**src/rtl/branch_pred_ctrl_pkg.sv**
```systemverilog
// branch_pred_ctrl_pkg: shared branch encodings, FSM states and BHT constants
package branch_pred_ctrl_pkg;
  localparam logic [2:0] BR_BEQ  = 3'b000;
  localparam logic [2:0] BR_BNE  = 3'b001;
  localparam logic [2:0] BR_BLT  = 3'b100;
  localparam logic [2:0] BR_BGE  = 3'b101;
  localparam logic [2:0] BR_BLTU = 3'b110;
  localparam logic [2:0] BR_BGEU = 3'b111;
  localparam logic [1:0] BHT_INIT = 2'b01;
  typedef enum logic [1:0] {S_INIT, S_RUN, S_RECOVER} state_t;
endpackage

```
**src/rtl/branch_pred_ctrl_cond.sv**
```systemverilog
// branch_cond_eval: resolves the branch condition from ALU flags and funct3
module branch_cond_eval
  import branch_pred_ctrl_pkg::*;
(
  input  logic       z,
  input  logic       s,
  input  logic       v,
  input  logic       c,
  input  logic [2:0] funct3,
  output logic       taken
);
  always_comb
    taken = funct3 == BR_BEQ  ? z :
            funct3 == BR_BNE  ? !z :
            funct3 == BR_BLT  ? s != v :
            funct3 == BR_BGE  ? s == v :
            funct3 == BR_BLTU ? !c :
            funct3 == BR_BGEU ? c : 1'b0;
endmodule

```
**src/rtl/branch_pred_ctrl.sv**
```systemverilog
// branch_pred_ctrl: 2-bit BHT prediction, EX branch resolution, redirect/flush and stats
module branch_pred_ctrl
  import branch_pred_ctrl_pkg::*;
#(
  parameter int BHT_IDX_W = 6,
  parameter int XLEN = 32
) (
  input  logic            clk,
  input  logic            rst,
  input  logic            id_valid,
  input  logic            id_is_branch,
  input  logic [XLEN-1:0] id_pc,
  output logic            pred_taken,
  output logic            id_redirect,
  input  logic            ex_valid,
  input  logic            ex_is_branch,
  input  logic            ex_pred_taken,
  input  logic [XLEN-1:0] ex_pc,
  input  logic [XLEN-1:0] ex_target,
  input  logic            z,
  input  logic            s,
  input  logic            v,
  input  logic            c,
  input  logic [2:0]      funct3,
  output logic            redirect,
  output logic [XLEN-1:0] redirect_pc,
  output logic            flush_if_id,
  output logic            flush_id_ex,
  output logic            stall,
  output logic [31:0]     br_count,
  output logic [31:0]     mispred_count
);
  localparam int N = 1 << BHT_IDX_W;
  state_t state, state_nx;
  logic [BHT_IDX_W-1:0] init_idx, id_idx, ex_idx;
  logic [1:0] bht [N];
  logic [1:0] ex_cnt;
  logic taken, res, mispred;
  logic unused_id_pc;
  assign id_idx = id_pc[BHT_IDX_W+1:2];
  assign ex_idx = ex_pc[BHT_IDX_W+1:2];
  assign ex_cnt = bht[ex_idx];
  assign unused_id_pc = ^{id_pc[XLEN-1:BHT_IDX_W+2], id_pc[1:0]};
  branch_cond_eval u_cond (
    .z(z), .s(s), .v(v), .c(c), .funct3(funct3), .taken(taken)
  );
  always_ff @(posedge clk)
    state <= rst ? S_INIT : state_nx;
  always_comb begin
    res = ex_valid & ex_is_branch & (state == S_RUN);
    mispred = res & (taken != ex_pred_taken);
    state_nx = state == S_INIT    ? (&init_idx ? S_RUN : S_INIT) :
               state == S_RECOVER ? S_RUN :
               mispred            ? S_RECOVER : S_RUN;
    stall = state == S_INIT;
    pred_taken = !stall & bht[id_idx][1];
    redirect = mispred;
    flush_id_ex = mispred;
    redirect_pc = mispred ? (taken ? ex_target : ex_pc + XLEN'(4)) : '0;
    id_redirect = id_valid & id_is_branch & pred_taken & !mispred;
    flush_if_id = mispred | id_redirect;
  end
  // no bypass: an ID read of the entry being trained sees the old counter
  always_ff @(posedge clk)
    if (state == S_INIT) bht[init_idx] <= BHT_INIT;
    else if (res) bht[ex_idx] <= taken ? (&ex_cnt ? ex_cnt : ex_cnt + 2'd1)
                                       : (|ex_cnt ? ex_cnt - 2'd1 : ex_cnt);
  always_ff @(posedge clk)
    if (rst) begin
      init_idx <= '0;
      br_count <= '0;
      mispred_count <= '0;
    end else begin
      if (state == S_INIT) init_idx <= init_idx + BHT_IDX_W'(1);
      if (res && !(&br_count)) br_count <= br_count + 32'd1;
      if (mispred && !(&mispred_count)) mispred_count <= mispred_count + 32'd1;
    end
endmodule

```
**config.mk**
```make
export PLATFORM = sky130hd
export DESIGN_NAME = branch_pred_ctrl
export DESIGN_NICKNAME = d
export VERILOG_FILES = /design/src/rtl/branch_pred_ctrl_pkg.sv /design/src/rtl/branch_pred_ctrl_cond.sv /design/src/rtl/branch_pred_ctrl.sv
export SDC_FILE = /design/constraint.sdc
export NUM_CORES = 1
export LEC_CHECK = 0
export BUFFER_PORTS_ARGS = -buffer_cell sky130_fd_sc_hd__buf_2
export CORE_MARGIN = 4
export CORE_UTILIZATION = 51
export CTS_CLUSTER_DIAMETER = 200
export DETAILED_ROUTE_END_ITERATION = 10
export PLACE_DENSITY = 0.75
export SLEW_MARGIN = 20
export SYNTH_ARGS = -nofsm -noshare
export SYNTH_HDL_FRONTEND = slang
export SYNTH_SLANG_ARGS = --single-unit
export TNS_END_PERCENT = 30
```
**constraint.sdc**
```tcl
create_clock -name clk -period 7.22 [get_ports clk]
set_clock_uncertainty 0.05 [all_clocks]
set_input_delay 1.444 -clock clk [delete_from_list [all_inputs] [get_ports clk]]
set_output_delay 1.444 -clock clk [all_outputs]
set_load 0.03 [all_outputs]
```
**Yosys cells after proc, flatten, opt, wreduce, memory -nomap -nowiden**

Memories as Yosys holds them, arrays and structs flattened.
Index checks and enable logic that the tools add are counted.

- Add/subtract/negate cells: 6
- Equal/unequal tests: 10
- Mux-type cells: 23
- Bitwise operators: 8
- Reductions and logical operators: 16

Operators by type and width:

| operator | count |
|---|---|
| 32-bit by 1-bit adder with 32-bit output (second input constant) | 2 |
| 32-bit two-way mux | 2 |
| 32-bit AND reduction | 2 |
| 32-bit by 3-bit adder with 32-bit output (second input constant) | 1 |
| 2-bit two-way mux | 7 |
| 1-bit two-way mux | 13 |
| 3-bit equality test (second input constant) | 4 |
| 1-bit AND | 7 |
| 6-bit by 1-bit adder with 6-bit output (second input constant) | 1 |
| 1-bit logical NOT | 6 |
| 6-bit two-way mux | 1 |
| 6-bit AND reduction | 1 |
| 2-bit OR reduction | 2 |
| 3-bit by 1-bit equality test with 1-bit output (second input constant) | 1 |
| 3-bit logical NOT | 1 |
| 2-bit by 1-bit adder with 2-bit output (second input constant) | 1 |
| 2-bit by 1-bit equality test with 1-bit output (second input constant) | 1 |
| 2-bit equality test (second input constant) | 1 |
| 1-bit logical AND | 2 |
| 2-bit logical NOT | 1 |
| 1-bit != test | 2 |
| 2-bit AND reduction | 1 |
| 2-bit by 1-bit subtractor with 2-bit output (second input constant) | 1 |
| 1-bit equality test | 1 |
| 1-bit OR | 1 |

- Bits in registers: 72
- RAM bits: 128
- Bits of input ports: 110
- Output and inout bits: 102
- Logic and storage cells: 68
- Memories kept: 1

Memories:

| name | words | bits a word | rd ports | clocked after Yosys merged registers in | write ports | line | source |
|---|---|---|---|---|---|---|---|
| bht | 64 | 2 | 2 | 0 | 1 | branch_pred_ctrl.sv:36 | `logic [1:0] bht [N];` |

**Longest topological paths before layout**

Gate-level depths: netlist of the first run.

- Depth in word-level cells: 12
- Mapped depth: 9
- Gate-level depth less buffers: 7

**Cells and area by module**

From an unflattened synthesis of the first run, not the netlist that was laid out.

- Cells, all modules: 959
- Area total of the unflattened synthesis: 10616.4 µm²

Modules (own cells, without submodules):

| module | times used | cells an instance | area each (µm²) | sequential area each (µm²) |
|---|---|---|---|---|
| branch_pred_ctrl | 1 | 951 | 10556.4 | 5285.1 |
| branch_cond_eval | 1 | 8 | 60.1 | 0.0 |

**Worst setup path before layout of the first run**

No wires, ideal clock.

- Kind: input port to flip-flop
- From: in ex_pc[2]
- To: mem bht[0][0] (data pin)
- Setup time: 0.565 ns
- Data arrival time: 4.885 ns
- Required time: 6.605 ns
- Setup slack: 1.720 ns
- Stages: 8
- Buffers on the path: 2
- Cells stage by stage: buf_4 > buf_2 > mux2_2 > a222oi_1 > a31oi_1 > a22oi_1 > o22ai_1 > a22oi_1

- Cells in the longest elaborated chain, start to end: 5

Ends and longest elaborated chain:

| what | line | source |
|---|---|---|
| from (decl) | branch_pred_ctrl.sv:18 | `input logic [XLEN-1:0] ex_pc,` |
| memory read 64 x 2 bit * | n/a |  |
| 2-bit by 1-bit subtractor with 2-bit output (tied with other cells) | branch_pred_ctrl.sv:67 | `: (\|ex_cnt ? ex_cnt - 2'd1 : ex_cnt);` |
| 2-bit two-way mux (on tied branches) | branch_pred_ctrl.sv:67, branch_pred_ctrl.sv:66 |  |
| 2-bit two-way mux * | branch_pred_ctrl.sv:66 | `else if (res) bht[ex_idx] <= taken ? (&ex_cnt ? ex_cnt : ex_cnt + 2'd1)` |
| 2-bit two-way mux (no source line) * | n/a |  |
| to (decl) | branch_pred_ctrl.sv:36 |  |

Every way passes the cells marked *; elsewhere a longest branch is shown, timed or not.

**Final worst setup path of the first run**

- From: in id_pc[2]
- To: out flush_if_id

- Cells in the longest elaborated chain, start to end: 5

Ends and longest elaborated chain:

| what | line | source |
|---|---|---|
| from (decl) | branch_pred_ctrl.sv:12 | `input logic [XLEN-1:0] id_pc,` |
| memory read 64 x 2 bit | n/a |  |
| 1-bit AND | branch_pred_ctrl.sv:56 | `pred_taken = !stall & bht[id_idx][1];` |
| 1-bit AND (2 in a row) | branch_pred_ctrl.sv:60 | `id_redirect = id_valid & id_is_branch & pred_taken & !mispred;` |
| 1-bit OR | branch_pred_ctrl.sv:61 | `flush_if_id = mispred \| id_redirect;` |
| to (decl) | branch_pred_ctrl.sv:27 | `output logic flush_if_id,` |

Every way passes these cells.

==> metrics, run 1 <==
Total Die Area=between 20000 and 25000 sq um; Post-DRT Antenna Nets=0; die width=roughly 150 um; Rows=52; placed insts=1392; number of port buffers=around 190; max-slew violation count=0; cells on worst reg2reg path=7; initial drt markers=between 600 and 700; ys flop type=edfxtp_1; Area Overhead vs Synth=15.7%; multi-input logic area=around 5100 sq um; # Max-Cap Violations=0; final std cells w/o fill=1424; # IOs=~210; Yosys reg bits=200; largest net degree at the start of global routing=80; DR vias=around 8600; Synth Warn #=0; WP data required=~5.7 ns; DRC violations left=0; setup repair after global routing missed its margin=false; DR WL/cell=20.5 um; Clock transition at path regs=0.07 ns; first-pass GRT wire length=45.9 mm; total gr overflow=0; sequential area share after synthesis=between 40 and 50%; Post-CTS Resized=0; Max FO, Critical Path=16; drt first pass iters=5; Post-synth EDFFs=approximately 130; GPL Wtd Cong=0.904; Avg Cell Area, Syn=roughly 11 sq um; Total Power=between 2000 and 2500 uW; Root Buffer=clkbuf_16; worst-margin pin slew=just under 1 ns; Leakage Power=about 0.0047 uW; register area=5290 sq um; All-Layer GR Usage=24.6%; CP max stage cell=mux4_2; fmax=0.181 GHz; cts hold-fix bufs=0; Syn Inst Count=just under 1000; synthesized cell area=10700 sq um; clk buf depth=2; crit path kind=primary input to output pin; data arrival time of the worst path=~4.0 ns; Distinct cells, synth=64; fin crit period=approximately 5.5 ns; clk_lat worst skew=roughly 0.44 ns; critical-path cell list=buf_2 -> mux4_2 -> mux4_2 -> mux2i_1 -> o22ai_1 -> nand3_1 -> nand2_1 -> buf_2; # nets final=1255; HPWL after detailed placement=between 20 and 25 mm; Min-Delay Path Class=flop to flop; Final Hold Viols=0; Clock Sink Count=200; Core Region=20400 sq um; Post-CTS Setup Repair Bufs=0; final wirelength=a little under 30 mm; status=finished, final reports clean; Crit. End Element=output pin; initial antenna violation count=1; hold depth=2; max_slew headroom=a little over a third; met1 global-route usage=roughly a third; crit share post-route=76.7%; total CTS buffers=17; CTS tree=yes; H-tree levels=4; Vert. Die Dim=between 150 and 200 um; PD cells=~190 nW/um^2; Avg Vias per Cell=between 6 and 7; ys async rst share=0%; Fill cells=about 1700; vias in the first global route=8261; n_diodes=0; worst ir drop on vdd=139 uV; starting density of the core=approximately 52%; placement-stage cell area=around 12000 sq um; CP Launch Type=primary input; layout cell share with drive strength beyond 1=~25%; post-layout instance area=12300 sq um; Mapped Nets=roughly 1100; setup_tns=0 ns; crit-path max cell delay=between 0.5 and 0.6 ns; global routing's busiest layer=met2; met2 usage in global routing=a little over two fifths; WHS=0.440 ns; met3 usage=approximately 5.3%; # setup viols final=0
## worst max-delay path, delay by kind of cell
kind                   cells  cell delay [ns]
muxes                      3             1.41
buffers and inverters      2             0.68
AOI/OAI and AO/OA          1             0.25
and+or+nand+nor            2             0.24
## metal layers
metal	wire length [um]	share of wire, %
met1	11800	40
met2	14600	50
met3	2200	7.5
met4	608	2.1
met5	13	0.045
## synth_stat cells, types with 21 or more instances
cell type / instances / area share [%]
mux2i_1: 23 / 2.2
nand4_1: 21 / 1.2
mux4_2: 43 / 9.1
nor2_1: 156 / 5.5
a21oi_1: 39 / 1.8
xnor2_1: 34 / 2.8
nand2_1: 77 / 2.7
dfxtp_1: 72 / 14
xor2_1: 28 / 2.3
clkbuf_1: 31 / 1.1
o21ai_0: 27 / 1.3
a211oi_1: 34 / 2.4
nand3_1: 32 / 1.5
edfxtp_1: 128 / 36
## cells in the final DEF (no fill, tap or decap), types with 5 or more instances in the layout
cell type / instances
and4_1: 14
o2111ai_1: 5
a21oi_1: 39
buf_2: 185
and3_1: 9
mux2i_1: 23
clkbuf_16: 17
mux4_2: 43
nand3b_1: 6
mux2_2: 15
o211ai_1: 6
dfxtp_1: 72
xnor2_1: 34
nand3_1: 31
and2_1: 10
edfxtp_1: 128
o21ai_0: 26
inv_1: 13
nor3_1: 11
nand4_1: 21
buf_4: 6
xor2_1: 28
inv_6: 5
nor2_1: 156
nor2b_1: 14
nand2_1: 77
o31ai_1: 15
nand2b_1: 5
a211oi_1: 34
or3_1: 17
or4_1: 17
## flip-flops by register name (all words and copies together), names as in the netlist
register / count
state: 2
init_idx: 6
bht: 128
br_count: 32
mispred_count: 32
## worst paths after layout
kind | startpoint | end | slack [ns]
max | id_pc[2] | flush_if_id | 1.68
min | mispred_count[23]$_SDFFE_PP0P_ | mispred_count[23]$_SDFFE_PP0P_ | 0.44
max reg2reg | bht[30][0]$_DFFE_PP_ | bht[1][0]$_DFFE_PP_ | 3.70
min reg2reg | mispred_count[23]$_SDFFE_PP0P_ | mispred_count[23]$_SDFFE_PP0P_ | 0.44
## cells by family after synthesis
family          count (synthesis)  share of synthesized area (%)
simple gates                  408                           18.8
flops                         200                           49.5
compound gates                161                           10.3
mux                            81                           12.8
buf+inv                        74                           2.97
xor+xnor                       62                           5.09
fa+ha+maj                       4                          0.469
## report_power, final
group	leakage, uW	internal [uW]	total, uW	switching, uW
Sequential	0.00196	1210	1210	3.77
Clock	0.000273	513	942	429
Combinational	0.00242	65.7	176	110
Total	0.00466	1780	2330	543
## layout make-up
cell class | count | area share [%]
clock buffer | 18 | 3.48
inverter | 14 | 0.426
tap | 270 | 2.74
multi-input combinational | 716 | 41.3
sequential | 200 | 42.8
clock inverter | 14 | 1.18
timing repair buffer | 192 | 8.03
## per-stage QoR
stage / setup slack [ns] / util, %
2_1_floorplan: 1.72 / -
3_3_place_gp: 1.65 / 57.6
3_5_place_dp: 1.66 / 57.6
4_1_cts: 1.67 / 60.4
5_1_grt: 1.60 / 60.4
6_report: 1.68 / 60.4
Note: power is estimated with default switching activity, not from simulation.
==> run 2: changes to the inputs <==
- clock period: 7.22 -> 5.45 ns (I/O delays scaled with it)
==> metrics, run 2 (synthesized netlist as in run 1, its figures left out) <==
Biggest register=bht; WP data required=4.31 ns (-1.42 ns); Avg Vias per Cell=6.07 (+0.46%); initial drt markers=847 (+21%); RR Startpoint=bht[30][0]$_DFFE_PP_; DRC violations left=0 (unchanged); GPL Wtd Cong=0.926 (+2.4%); # setup viols final=0 (unchanged); switching part of the total=25.1% (+1.7 points); Area Overhead vs Synth=16.1%; most frequent cells in the layout=184 x buf_2, 156 x nor2_1, 128 x edfxtp_1, 77 x nand2_1, 72 x dfxtp_1; HPWL after detailed placement=20.9 mm (+1.1%); met1 global-route usage=32.0% (+0.43 points); crit-path max cell delay=0.55 ns (-0.04 ns); crit share post-route=a little under nine tenths; fin crit period=~4.7 ns; first-pass GRT wire length=45.9 mm (about the same); Hold Path End=mispred_count[23]$_SDFFE_PP0P_; worst-margin pin slew=0.887 ns (-0.0857 ns); layout cell share with drive strength beyond 1=25.9% (+0.54 points); largest net degree at the start of global routing=65 (-19%); Clock Sink Count=200 (unchanged); Seq pwr share=52.2% (+0.2 points); vias in the first global route=8274 (+0.16%); clock power share=40.1% (-0.4 points); CTS tree=yes; cts hold-fix bufs=0 (unchanged); global routing's busiest layer=met2; max-slew violation count=0 (unchanged); DR WL/cell=20.2 um (-1.4%); # IOs=212 (unchanged); # Max-Cap Violations=0 (unchanged); Core Region=20400 sq um (unchanged); starting density of the core=52.2% (unchanged); Max FO, Critical Path=9 (-7); Vert. Die Dim=153 um (unchanged); Final Hold Viols=0 (unchanged); Post-CTS Setup Repair Bufs=0 (unchanged); CP Launch Type=primary input; data arrival time of the worst path=3.56 ns (-0.48 ns); Min-Delay Path Class=flop to flop; total gr overflow=0 (unchanged); Root Buffer=clkbuf_16; worst ir drop on vdd=203 uV (+46%); combinational share of power=7.7% (+0.2 points); max_slew headroom=40.7% (+5.6 points); hold_sp=mispred_count[23]$_SDFFE_PP0P_; clk_lat worst skew=0.44 ns (about the same); clk buf depth=2 (unchanged); Post-DRT Antenna Nets=0 (unchanged); met2 usage in global routing=41.3% (-0.99 points); hold depth=2 (unchanged); n_diodes=0 (unchanged); final wirelength=28.9 mm (-0.90%); FF-to-FF End=bht[58][1]$_DFFE_PP_; number of port buffers=185 (unchanged); total CTS buffers=17 (unchanged); Largest regs=bht (128), br_count (32), mispred_count (32); H-tree levels=4 (unchanged); CP max stage cell=mux4_2; initial antenna violation count=1 (unchanged); status=finished, final reports clean; met3 usage=5.06% (-0.26 points); DR vias=8683 (+0.95%); die width=153 um (unchanged); cells on worst reg2reg path=7 (unchanged); R2R Setup Slk=2.26 ns (-1.44 ns); setup_tns=0 ns (unchanged); Clock transition at path regs=0.08 ns (about the same); Rows=52 (unchanged); Post-CTS Resized=0 (unchanged); Switch Pwr=768 uW (+42%); WHS=0.448 ns (+0.00779 ns); critical-path cell list=buf_2 -> buf_4 -> mux4_2 -> mux4_2 -> mux2i_1 -> o22ai_1 -> nand3_1 -> nand2_1 -> buf_2; All-Layer GR Usage=24.6% (about the same); setup repair after global routing missed its margin=false; Largest register FFs=128 (unchanged); drt first pass iters=7 (+2); fmax=roughly 0.21 GHz; PD cells=248 nW/um^2 (+31%); Total Die Area=23300 sq um (unchanged); most common cell after layout, fill and taps aside=buf_2; # nets final=1262 (+0.56%); Int Power=2300 uW (+29%); Leakage Power=0.00470 uW (+0.80%); crit path kind=primary input to output pin; Crit. End Element=output pin
[run 2: cell count changes in the layout (fill, tap and decap cells not counted)]
cell        change
buf_2           -1
inv_8           +5
clkinv_2        -1
clkinv_8        +2
buf_4           +9
buf_12          -1
clkinvlp_4      -2
clkbuf_1        -1
clkinvlp_2      -1
bufinv_16       -2
[run 2: routing by layer]
layer,vias up,wire length [um]
met1,4164,11600
li1,4053,-
met5,-,13
met4,2,765
met2,409,14400
met3,55,2180
[run 2: worst max-delay path: cells and delay by family]
family / cells / cell delay [ns]
AO/OA/AOI/OAI: 1 / 0.19
multiplexers: 3 / 1.26
buffers and inverters: 3 / 0.76
AND/OR/NAND/NOR: 2 / 0.24
[run 2: power groups by stage]
stage | registers (uW) | logic (uW) | clock network [uW]
finish | 1600 | 235 | 1230
global placement | 1640 | 229 | 0
global route | 1600 | 255 | 1310
floorplan | 1630 | 144 | 0
CTS | 1600 | 234 | 1250
detailed placement | 1640 | 233 | 0
[run 2: worst max path at each step]
stage	start	to	slack (ns)	cells after the start
global placement	id_pc[2]	flush_if_id	0.74	9
floorplan	ex_pc[2]	bht[0][0]$_DFFE_PP_	0.30	8
detailed placement	id_pc[2]	flush_if_id	0.73	9
CTS	id_pc[2]	flush_if_id	0.71	9
finish	id_pc[2]	flush_if_id	0.75	9
global route	id_pc[2]	flush_if_id	0.60	9
[run 2: area by class of cell]
class | instances | area [sq um]
Tap cell | 270 | 338
Clock buffer | 17 | 425
Clock inverter | 15 | 149
Multi-Input combinational cell | 716 | 5100
Timing Repair Buffer | 199 | 1030
Sequential cell | 200 | 5290
Fill cell | 1663 | 8040
Inverter | 14 | 52.6
[run 2: per-stage QoR]
step                      utilization, %  power (uW)  cell area, sq um  instances  setup slack, ns
after detailed placement            57.8        1870             11800       1399            0.725
final                               60.6        3070             12400       1431            0.755
after CTS                           60.6        3080             12400       1431            0.711
after global placement              57.8        1870             11800       1399            0.738
after global routing                60.6        3170             12400       1431            0.595
after floorplan                        -        1780             10700        990            0.304
==> run 3: changes to the inputs <==
- clock period: 5.45 -> 5.2 ns (I/O delays scaled with it)
==> metrics, run 3 (synthesized netlist as in run 1, its figures left out) <==
Int Power=2400 uW (+4.3%); Post-DRT Antenna Nets=0 (unchanged); largest net degree at the start of global routing=65 (unchanged); Final Hold Viols=0 (unchanged); # setup viols final=0 (unchanged); # IOs=212 (unchanged); # Max-Cap Violations=0 (unchanged); clk buf depth=2 (unchanged); crit share post-route=roughly 88%; worst-margin pin slew=0.979 ns (+0.0911 ns); clock power share=39.2% (-0.9 points); Root Buffer=clkbuf_16; Core Region=20400 sq um (unchanged); # nets final=1264 (+0.16%); total gr overflow=0 (unchanged); first-pass GRT wire length=44.9 mm (-2.1%); total CTS buffers=17 (unchanged); WHS=0.447 ns (-0.000232 ns); DRC violations left=0 (unchanged); initial antenna violation count=4 (+3); Largest regs=bht (128), br_count (32), mispred_count (32); DR vias=8671 (-0.14%); fmax=roughly 0.22 GHz; switching part of the total=24.3% (-0.78 points); DR WL/cell=19.9 um (-1.6%); setup repair after global routing missed its margin=false; initial drt markers=766 (-9.6%); H-tree levels=4 (unchanged); GPL Wtd Cong=0.905 (-2.2%); data arrival time of the worst path=3.49 ns (-0.07 ns); layout cell share with drive strength beyond 1=26.1% (+0.13 points); Max FO, Critical Path=16 (+7); Fill cells=1663 (unchanged); fin crit period=roughly 4.6 ns; Rows=52 (unchanged); crit path kind=primary input to output pin; most frequent cells in the layout=185 x buf_2, 156 x nor2_1, 128 x edfxtp_1, 77 x nand2_1, 72 x dfxtp_1; max_slew headroom=34.8% (-6.0 points); Leakage Power=0.00469 uW (about the same); Switch Pwr=768 uW (about the same); Total Die Area=23300 sq um (unchanged); Seq pwr share=53.0% (+0.8 points); starting density of the core=52.2% (unchanged); Area Overhead vs Synth=16.1% (about the same); final wirelength=28.6 mm (-1.3%); Largest register FFs=128 (unchanged); Avg Vias per Cell=6.04 (-0.49%); R2R Setup Slk=2.19 ns (-0.07 ns); Vert. Die Dim=153 um (unchanged); Post-CTS Setup Repair Bufs=0 (unchanged); max-slew violation count=0 (unchanged); Min-Delay Path Class=flop to flop; worst ir drop on vdd=167 uV (-18%); final core occ=60.6% (about the same); setup_tns=0 ns (unchanged); PD cells=256 nW/um^2 (+3.2%); HPWL after detailed placement=20.5 mm (-1.7%); die width=153 um (unchanged); cts hold-fix bufs=0 (unchanged); CTS tree=yes; Crit. End Element=output pin; combinational share of power=7.8% (about the same); CP Launch Type=primary input; All-Layer GR Usage=24.0% (-0.53 points); most common cell after layout, fill and taps aside=buf_2; Clock Sink Count=200 (unchanged); clk_lat worst skew=0.43 ns (about the same); drt first pass iters=5 (-2); number of port buffers=185 (unchanged); WP data required=4.11 ns (-0.20 ns); status=finished, final reports clean; Clock transition at path regs=0.07 ns (about the same); vias in the first global route=8135 (-1.7%); Post-CTS Resized=0 (unchanged); Biggest register=bht
run 3: cell types whose count changed in the layout (fill, tap and decap cells not counted), sizes merged:
cell | previous run | this run
clkbuf | 17 | 19
buf | 199 | 201
clkinvlp | 0 | 2
inv | 24 | 21
clkinv | 5 | 4
diode | 0 | 3
run 3: worst max-delay path, stage by stage:
cell and delay [ns]:
buf_2 0.08, buf_4 0.34, mux4_2 0.58, mux4_2 0.50
mux2i_1 0.28, o22ai_1 0.23, nand3_1 0.15, nand2_1 0.07
buf_2 0.21
run 3: layout make-up:
class / count / area [sq um] / area share [%]
multi-input cells: 716 / 5100 / 41.2
clock buffers: 19 / 433 / 3.49
inverters: 14 / 52.6 / 0.424
well taps: 270 / 338 / 2.73
repair buffers: 201 / 1060 / 8.54
flip-flops and latches: 200 / 5290 / 42.7
clock inverters: 13 / 111 / 0.899
diodes: 3 / 7.51 / 0.0606
run 3: worst paths after layout:
path	from	endpoint	depth (start not counted)
min reg2reg	mispred_count[7]$_SDFFE_PP0P_	mispred_count[7]$_SDFFE_PP0P_	2
min	mispred_count[7]$_SDFFE_PP0P_	mispred_count[7]$_SDFFE_PP0P_	2
max	id_pc[2]	flush_if_id	9
max reg2reg	bht[31][0]$_DFFE_PP_	bht[31][1]$_DFFE_PP_	7
run 3: power groups by stage:
stage	Combinational (uW)	Clock (uW)	Sequential, uW
global placement	240	0	1710
global route	266	1320	1680
CTS	245	1250	1680
floorplan	151	0	1710
finish	246	1240	1680
detailed placement	243	0	1710
run 3: through the flow:
step / instance area (sq um) / setup WS [ns] / power, uW / cells
final: 12400 / 0.623 / 3170 / 1436
after global routing: 12400 / 0.546 / 3270 / 1436
after CTS: 12400 / 0.664 / 3170 / 1433
after detailed placement: 11800 / 0.668 / 1960 / 1401
after global placement: 11800 / 0.671 / 1950 / 1401
after floorplan: 10700 / 0.104 / 1860 / 990
run 3: metal layers:
layer,GRT usage (%),routed length [um],vias up
met2,39.8,14000,429
li1,-,-,4052
met4,9.50,862,2
met5,0,12,-
met3,5.25,2450,56
met1,31.0,11300,4132
